**src/rtl/id_ex_stage_pkg.sv**
```systemverilog
// Shared definitions for the ID/EX pipeline stage: ALU control codes,
// main-decoder ALU op codes, R-type funct values and the control bundle.
package id_ex_stage_pkg;

    localparam int DEF_DATA_W = 32;
    localparam int DEF_REG_AW = 5;

    typedef enum logic [2:0] {
        ALU_AND = 3'b000,
        ALU_OR  = 3'b001,
        ALU_ADD = 3'b010,
        ALU_SUB = 3'b110,
        ALU_SLT = 3'b111
    } alu_ctrl_e;

    typedef enum logic [1:0] {
        ALUOP_ADD   = 2'b00,
        ALUOP_SUB   = 2'b01,
        ALUOP_RTYPE = 2'b10,
        ALUOP_OR    = 2'b11
    } alu_op_e;

    localparam logic [5:0] FUNCT_ADD = 6'b100000;
    localparam logic [5:0] FUNCT_SUB = 6'b100010;
    localparam logic [5:0] FUNCT_AND = 6'b100100;
    localparam logic [5:0] FUNCT_OR  = 6'b100101;
    localparam logic [5:0] FUNCT_SLT = 6'b101010;

    // Control fields carried from decode into execute.
    typedef struct packed {
        logic       reg_write;
        logic       mem_read;
        logic       mem_write;
        logic       mem_to_reg;
        logic       alu_src;
        logic [1:0] alu_op;
        logic [5:0] funct;
    } idex_ctrl_t;

endpackage

```
**src/rtl/alu_control_decode.sv**
```systemverilog
// Turns the 2-bit main-decoder ALU op plus funct into the 3-bit ALU control
// code. Unknown R-type funct values fall back to add and raise illegal.
module alu_control_decode
    import id_ex_stage_pkg::*;
(
    input  logic [1:0] alu_op,
    input  logic [5:0] funct,
    output logic [2:0] alu_control,
    output logic       illegal
);

    // Combinational op/funct to ALU control mapping, add by default.
    always_comb begin
        alu_control = ALU_ADD;
        illegal     = 1'b0;
        case (alu_op)
            ALUOP_ADD: alu_control = ALU_ADD;
            ALUOP_SUB: alu_control = ALU_SUB;
            ALUOP_OR:  alu_control = ALU_OR;
            default: begin
                case (funct)
                    FUNCT_ADD: alu_control = ALU_ADD;
                    FUNCT_SUB: alu_control = ALU_SUB;
                    FUNCT_AND: alu_control = ALU_AND;
                    FUNCT_OR:  alu_control = ALU_OR;
                    FUNCT_SLT: alu_control = ALU_SLT;
                    default: begin
                        alu_control = ALU_ADD;
                        illegal     = 1'b1;
                    end
                endcase
            end
        endcase
    end

endmodule

```
**src/rtl/id_ex_stage.sv**
```systemverilog
// ID/EX pipeline register with valid/ready handshake, flush, EX/MEM and
// MEM/WB operand forwarding, and ALU control decode.
module id_ex_stage
    import id_ex_stage_pkg::*;
#(
    parameter int DATA_W = DEF_DATA_W,
    parameter int REG_AW = DEF_REG_AW
) (
    input  logic              clk,
    input  logic              rst_n,
    input  logic              flush,
    input  logic              in_valid,
    output logic              in_ready,
    input  logic [DATA_W-1:0] in_rs_data,
    input  logic [DATA_W-1:0] in_rt_data,
    input  logic [DATA_W-1:0] in_imm,
    input  logic [REG_AW-1:0] in_rs,
    input  logic [REG_AW-1:0] in_rt,
    input  logic [REG_AW-1:0] in_rd,
    input  logic [1:0]        in_alu_op,
    input  logic [5:0]        in_funct,
    input  logic              in_alu_src,
    input  logic              in_reg_dst,
    input  logic              in_reg_write,
    input  logic              in_mem_read,
    input  logic              in_mem_write,
    input  logic              in_mem_to_reg,
    input  logic              exmem_reg_write,
    input  logic              memwb_reg_write,
    input  logic [REG_AW-1:0] exmem_rd,
    input  logic [REG_AW-1:0] memwb_rd,
    input  logic [DATA_W-1:0] exmem_result,
    input  logic [DATA_W-1:0] memwb_result,
    output logic              out_valid,
    input  logic              out_ready,
    output logic [DATA_W-1:0] alu_a,
    output logic [DATA_W-1:0] alu_b,
    output logic [2:0]        alu_control,
    output logic [DATA_W-1:0] out_store_data,
    output logic [REG_AW-1:0] out_dest,
    output logic              out_reg_write,
    output logic              out_mem_read,
    output logic              out_mem_write,
    output logic              out_mem_to_reg,
    output logic              out_illegal
);

    logic              valid_q;
    logic [DATA_W-1:0] rs_data_q;
    logic [DATA_W-1:0] rt_data_q;
    logic [DATA_W-1:0] imm_q;
    logic [REG_AW-1:0] rs_q;
    logic [REG_AW-1:0] rt_q;
    logic [REG_AW-1:0] dest_q;
    idex_ctrl_t        ctrl_q;

    logic              transfer_in;
    logic [DATA_W-1:0] fwd_rs;
    logic [DATA_W-1:0] fwd_rt;
    logic              illegal_raw;

    // EX/MEM is the younger producer so it wins; register 0 is hardwired zero.
    function automatic logic [DATA_W-1:0] forward(
        input logic [REG_AW-1:0] src,
        input logic [DATA_W-1:0] held,
        input logic              ex_we,
        input logic [REG_AW-1:0] ex_rd,
        input logic [DATA_W-1:0] ex_val,
        input logic              wb_we,
        input logic [REG_AW-1:0] wb_rd,
        input logic [DATA_W-1:0] wb_val
    );
        if (ex_we && (ex_rd != '0) && (ex_rd == src)) begin
            return ex_val;
        end
        if (wb_we && (wb_rd != '0) && (wb_rd == src)) begin
            return wb_val;
        end
        return held;
    endfunction

    assign in_ready    = !valid_q || out_ready;
    assign transfer_in = in_valid && in_ready;

    // Stage register: flush squashes first, then capture, then drain on hand-off.
    always_ff @(posedge clk or negedge rst_n) begin
        if (!rst_n) begin
            valid_q   <= 1'b0;
            rs_data_q <= '0;
            rt_data_q <= '0;
            imm_q     <= '0;
            rs_q      <= '0;
            rt_q      <= '0;
            dest_q    <= '0;
            ctrl_q    <= '0;
        end else if (flush) begin
            valid_q <= 1'b0;
        end else if (transfer_in) begin
            valid_q   <= 1'b1;
            rs_data_q <= in_rs_data;
            rt_data_q <= in_rt_data;
            imm_q     <= in_imm;
            rs_q      <= in_rs;
            rt_q      <= in_rt;
            dest_q    <= in_reg_dst ? in_rd : in_rt;
            ctrl_q    <= '{reg_write:  in_reg_write,
                           mem_read:   in_mem_read,
                           mem_write:  in_mem_write,
                           mem_to_reg: in_mem_to_reg,
                           alu_src:    in_alu_src,
                           alu_op:     in_alu_op,
                           funct:      in_funct};
        end else if (valid_q && out_ready) begin
            valid_q <= 1'b0;
        end
    end

    // Operand forwarding on the held indices, re-evaluated every cycle so a stalled instruction tracks writeback.
    always_comb begin
        fwd_rs = forward(rs_q, rs_data_q, exmem_reg_write, exmem_rd, exmem_result,
                         memwb_reg_write, memwb_rd, memwb_result);
        fwd_rt = forward(rt_q, rt_data_q, exmem_reg_write, exmem_rd, exmem_result,
                         memwb_reg_write, memwb_rd, memwb_result);
    end

    alu_control_decode u_alu_control_decode (
        .alu_op      (ctrl_q.alu_op),
        .funct       (ctrl_q.funct),
        .alu_control (alu_control),
        .illegal     (illegal_raw)
    );

    assign out_valid      = valid_q;
    assign alu_a          = fwd_rs;
    assign alu_b          = ctrl_q.alu_src ? imm_q : fwd_rt;
    assign out_store_data = fwd_rt;
    assign out_dest       = dest_q;
    assign out_reg_write  = valid_q && ctrl_q.reg_write;
    assign out_mem_read   = valid_q && ctrl_q.mem_read;
    assign out_mem_write  = valid_q && ctrl_q.mem_write;
    assign out_mem_to_reg = ctrl_q.mem_to_reg;
    assign out_illegal    = valid_q && illegal_raw;

endmodule

```
**config.mk**
```make
export PLATFORM = sky130hd
export DESIGN_NAME = id_ex_stage
export DESIGN_NICKNAME = d
export VERILOG_FILES = /design/src/rtl/id_ex_stage_pkg.sv /design/src/rtl/alu_control_decode.sv /design/src/rtl/id_ex_stage.sv
export SDC_FILE = /design/constraint.sdc
export NUM_CORES = 1
export LEC_CHECK = 0
export BUFFER_PORTS_ARGS = -buffer_cell sky130_fd_sc_hd__clkbuf_2
export CAP_MARGIN = 10
export CORE_ASPECT_RATIO = 1.5
export CORE_UTILIZATION = 44
export DETAILED_ROUTE_END_ITERATION = 6
export GPL_ROUTABILITY_DRIVEN = 0
export GPL_TIMING_DRIVEN = 0
export PLACE_DENSITY_LB_ADDON = 0.15
export SLEW_MARGIN = 20
export SYNTH_ARGS = -nofsm -noshare
export SYNTH_HDL_FRONTEND = slang
export SYNTH_SLANG_ARGS = --single-unit
```
**constraint.sdc**
```tcl
create_clock -name clk -period 2.1 [get_ports clk]
set_clock_uncertainty 0.15 [all_clocks]
set_input_delay 0.105 -clock clk [delete_from_list [all_inputs] [get_ports clk]]
set_output_delay 0.105 -clock clk [all_outputs]
set_load 0.005 [all_outputs]
```
### Word level (Yosys, flattened, before mapping)

Index checks and enable logic that the tools add are counted.

* bits in registers: 125
* input port bits: 206
* output and inout port bits: 111
* logic and storage cells: 70

* equal/unequal tests: 11
* muxes and demuxes: 23
* bitwise logic cells: 1
* reduce and logical (&&, ||, !) cells: 21

Operator list (count)
* 32-bit two-way mux: 9
* 6-bit equality test, second input constant: 5
* 5-bit equality test: 4
* 1-bit logical AND: 12
* 3-bit case mux with 4 select lines: 1
* 1-bit two-way mux: 11
* 5-bit nonzero test: 2
* 3-bit case mux with 3 select lines: 1
* 5-bit two-way mux: 1
* 5-bit OR reduction: 1
* 3-bit nonzero test: 1
* 3-bit OR reduction: 1
* 2-bit by 1-bit equality test with 1-bit output, second input constant: 1
* 2-bit equality test, second input constant: 1
* 2-bit zero test: 1
* 2-bit AND reduction: 1
* 1-bit zero test: 1
* 1-bit logical OR: 1
* 1-bit NOT: 1

### Depth between registers and ports, before layout

* word-level depth: 8
* mapped depth: 7
* mapped depth without buffers: 5

### Modules after synthesis

Synthesis repeated with hierarchy kept, for this count alone.

* cell total of the unflattened synthesis: 690
* area total of the unflattened synthesis: 7214.4 sq um

By module, submodules not included
* id_ex_stage: times used 1, cells an instance 675, area an instance 7106.8 sq um, seq. area each 3128.0 sq um
* alu_control_decode: times used 1, cells an instance 15, area an instance 107.6 sq um, seq. area each 0.0 sq um

### Worst setup path before layout

Ideal clock, no wire load.

* path kind: register -> output
* from: register rt_q[4]
* to: output port alu_b[10]
* arrival: 1.915 ns
* data required time: 1.845 ns
* slack: -0.070 ns
* cell stages (with the launch flop): 7
* path buffers: 1
* cells stage by stage: dfrtp_1 xor2_1 or4b_4 clkbuf_1 o21ai_1 a31oi_4 mux2_2

* longest elaborated chain between the ends: 7
* elaborated cells on any way between the ends: 11
* those cells by class: 2 x eq/ne; 7 x mux; 2 x reduce/logical

Ends and longest elaborated chain
* start: declaration: line id_ex_stage.sv:53 `logic [REG_AW-1:0] rt_q;`
* start signal: assignment: line id_ex_stage.sv:104 `rt_q <= in_rt;`
* 5-bit equality test: line id_ex_stage.sv:76 `if (wb_we && (wb_rd != '0) && (wb_rd == src)) begin`
* 1-bit logical AND: line id_ex_stage.sv:76
* 1-bit two-way mux (2 in series): line id_ex_stage.sv:76
* 32-bit two-way mux: line id_ex_stage.sv:79 `return held;`
* 32-bit two-way mux *: line id_ex_stage.sv:76
* named net out_store_data[10]: line id_ex_stage.sv:39 `output logic [DATA_W-1:0] out_store_data,`
* 32-bit two-way mux *: line id_ex_stage.sv:135 `assign alu_b = ctrl_q.alu_src ? imm_q : fwd_rt;`
* end: declaration: line id_ex_stage.sv:37 `output logic [DATA_W-1:0] alu_b,`

Mark *: on every way through the listed nets, which the timed path passes. The rest lies on a longest branch. The select of a mux whose other input is x is not followed.

### Worst setup path after layout

* from: register rt_q[2]
* to: output port alu_b[1]

* longest elaborated chain between the ends: 7
* elaborated cells on any way between the ends: 11
* those cells by class: 2 x eq/ne; 7 x mux; 2 x reduce/logical

Ends and longest elaborated chain (line)
* 5-bit equality test: id_ex_stage.sv:76
* 1-bit logical AND: id_ex_stage.sv:76
* 1-bit two-way mux (2 in series): id_ex_stage.sv:76
* 32-bit two-way mux: id_ex_stage.sv:79
* 32-bit two-way mux *: id_ex_stage.sv:76
* 32-bit two-way mux *: id_ex_stage.sv:135

Mark *: on every way between the ends. The rest lies on a longest branch, timed or not. The select of a mux whose other input is x is not followed.

==> impl_metrics.json <==
{
  "max-cap-violations": 0,
  "area_growth_pct": 76.0,
  "setup_slack_ns": -0.730,
  "violations": "setup timing",
  "cts_sinks": 125,
  "cp-startpoint": "rt_q[2]",
  "fin_area_um2": 13000,
  "slew_headroom": 0.401,
  "worstPathArrival_ns": 2.58,
  "slew_violations": 0,
  "yosysWarnings": 0,
  "diodes": 0,
  "status": "finished with violations",
  "dp_hpwl_um": 18100,
  "placed_area_um2": 9360,
  "p_int_uw": 6720,
  "switching_share": 0.317,
  "drc": 0,
  "p_per_area_nw_per_um2": 758,
  "final_common_cell": "clkbuf_2",
  "cts_root_buffer": "clkbuf_16",
  "die_area_um2": 17300,
  "ys_types": 38,
  "ioPinCount": 317,
  "crit_end": "alu_b[1]",
  "r2r_cells": 6,
  "wl_um": 28300,
  "worstMarginPinSlew_ns": 0.899,
  "r2r_start": "out_valid",
  "finalSetupTns_ns": -51.92,
  "syn_nets": 831,
  "htree_levels": 4,
  "fin_crit_sh": 1.35,
  "die_h_um": 161,
  "grt_pass1_vias": 7852,
  "firstDrtPassIters": 4,
  "syn_inst": 625,
  "routedWlPerCell_um": 21.0,
  "antenna_found_initial": 0,
  "clk_pin_slew_ns": 0.06,
  "gr-total-overflow": 0,
  "grt_max_degree": 65,
  "async_reset_ff_frac": 1.00,
  "crit_type": "reg -> out",
  "reg.largest.list": "imm_q x32, rs_data_q x32, rt_data_q x32",
  "start_util": 0.453,
  "synthFlopType": "dfrtp_1",
  "hold_viol": 0,
  "seq_power_share": 0.322,
  "total_leakage_power_uw": 0.00556,
  "seq_area_frac_synth": 0.424,
  "r2r-end": "rs_q[0]",
  "track_usage": 0.317,
  "cts_tree": "yes",
  "critical_path_required_ns": 1.85,
  "worst_setup_path_start_kind": "flip-flop",
  "design.core.area_um2": 16300,
  "ir_drop_v": 0.000587,
  "num_vias": 7236,
  "syn_avg_cell_area_um2": 11.8,
  "synth_edf_count": 0,
  "synth_area_um2": 7370,
  "die_w_um": 108,
  "rsz0062_at_grt": "true",
  "p_comb_frac": 0.368,
  "cts_inserted_buffers": 17,
  "clkLatencyLatePin_ns": 0.42,
  "p_total_uw": 9840,
  "cts_buffer_depth": 2,
  "fin_hold_ws_ns": 0.0211,
  "ys_ff_latch": 125,
  "min_period_ns": 2.83,
  "ant_nets": 0,
  "pwr-share-clk": 0.310,
  "drt_iter0_drc": 269,
  "num-nets-final": 1333,
  "port_buffers": 315,
  "layout_common_cells": "clkbuf_2 (299), mux2_2 (140), dlygate4sd3_1 (127)",
  "rows": 57,
  "setup_viol": 96,
  "drive_gt1_frac": 0.654,
  "fmax_ghz": 0.353,
  "r2r_slack_ns": 0.12,
  "viasPerCell": 5.38,
  "p_sw_uw": 3120,
  "cp_max_fo": 7,
  "grt_pass1_wl_um": 41300,
  "critPathCaptureType": "output port",
  "hold_class": "in -> reg"
}
[cell type report]
| type | instances | area [um2] |
|---|---|---|
| Multi-Input combinational cell | 446 | 4930 |
| Timing Repair Buffer | 483 | 3430 |
| Fill cell | 995 | 3290 |
| Sequential cell | 125 | 3130 |
| Buffer | 51 | 607 |
| Clock buffer | 19 | 443 |
| Tap cell | 206 | 258 |
| Clock inverter | 13 | 165 |
| Inverter | 3 | 11.3 |
[critical path: stages, from the launching register on]
cell and delay [ns]:
dfrtp_1 0.40, xor2_2 0.16, or4b_4 0.68, clkbuf_16 0.23, o21ai_4 0.18, a31oi_4 0.11, mux2_4 0.28, clkbuf_2 0.11
[cell usage after synthesis (all sizes together), types with 2 or more instances]
library cell	number	area [um2]
a21oi	37	185
dfrtp	125	3130
nor2b	2	12.5
nor4b	3	32.5
nand3	33	165
mux2	149	1680
nand2	4	15.0
nand4	2	12.5
buf	29	188
and2	3	18.8
clkbuf	22	82.6
inv	3	11.3
or4	3	30.0
o211ai	2	33.8
nor3	33	165
mux2i	38	380
o21ai	36	180
nor2	40	150
a31oi	32	651
xnor2	13	114
xor2	7	61.3
[power by group through the flow]
stage	Sequential, uW	Clock (uW)	Combinational [uW]
2_1_floorplan	3040	0	1640
3_3_place_gp	3110	0	2670
3_5_place_dp	3120	0	2700
4_1_cts	3110	3100	3310
5_1_grt	3210	3180	3850
6_report	3170	3050	3620
[kinds of logic (layout without fill, tap and decap cells)]
group           count (synthesis)  after routing  share of synthesized area
compound gates                111            111                      0.147
simple gates                  128            128                     0.0879
buf+inv                        54            569                     0.0382
mux                           187            187                      0.279
xor+xnor                       20             20                     0.0238
flops                         125            125                      0.424
[timing repair]
item / CTS / global route
resized for setup: 170 / 142
setup endpoints to repair: 220 / 180
buffers inserted: 24 / 8
endpoints found under the hold margin: 250 / 0
pin swaps: 23 / 15
hold buffers: 127 / 0
cloned: 9 / 3
[worst min-delay path by stage]
stage               slack (ns)        from  cells after the start           to
CTS                      0.002  in_reg_dst                      3  out_dest[0]
global route              0.04  in_reg_dst                      3  out_dest[0]
detailed placement       -0.03       rst_n                      1    imm_q[13]
global placement          0.13       flush                      2    out_valid
floorplan                -0.34       rst_n                      0    ctrl_q[0]
finish                    0.02  in_reg_dst                      3  out_dest[0]
[per-layer routing]
layer  part of all wire  GRT usage
met1               0.36      0.335
met2               0.56      0.594
met3              0.053     0.0653
met4              0.030      0.134
met5                  0          0
[through the flow]
step | util | setup WS (ns) | instances
after floorplan | - | -0.0147 | 625
after global placement | 0.574 | -1.35 | 1146
after detailed placement | 0.576 | -0.709 | 1147
after CTS | 0.761 | -0.725 | 1339
after global routing | 0.798 | -0.799 | 1346
final | 0.798 | -0.730 | 1346
(Power assumes the default switching activity.)
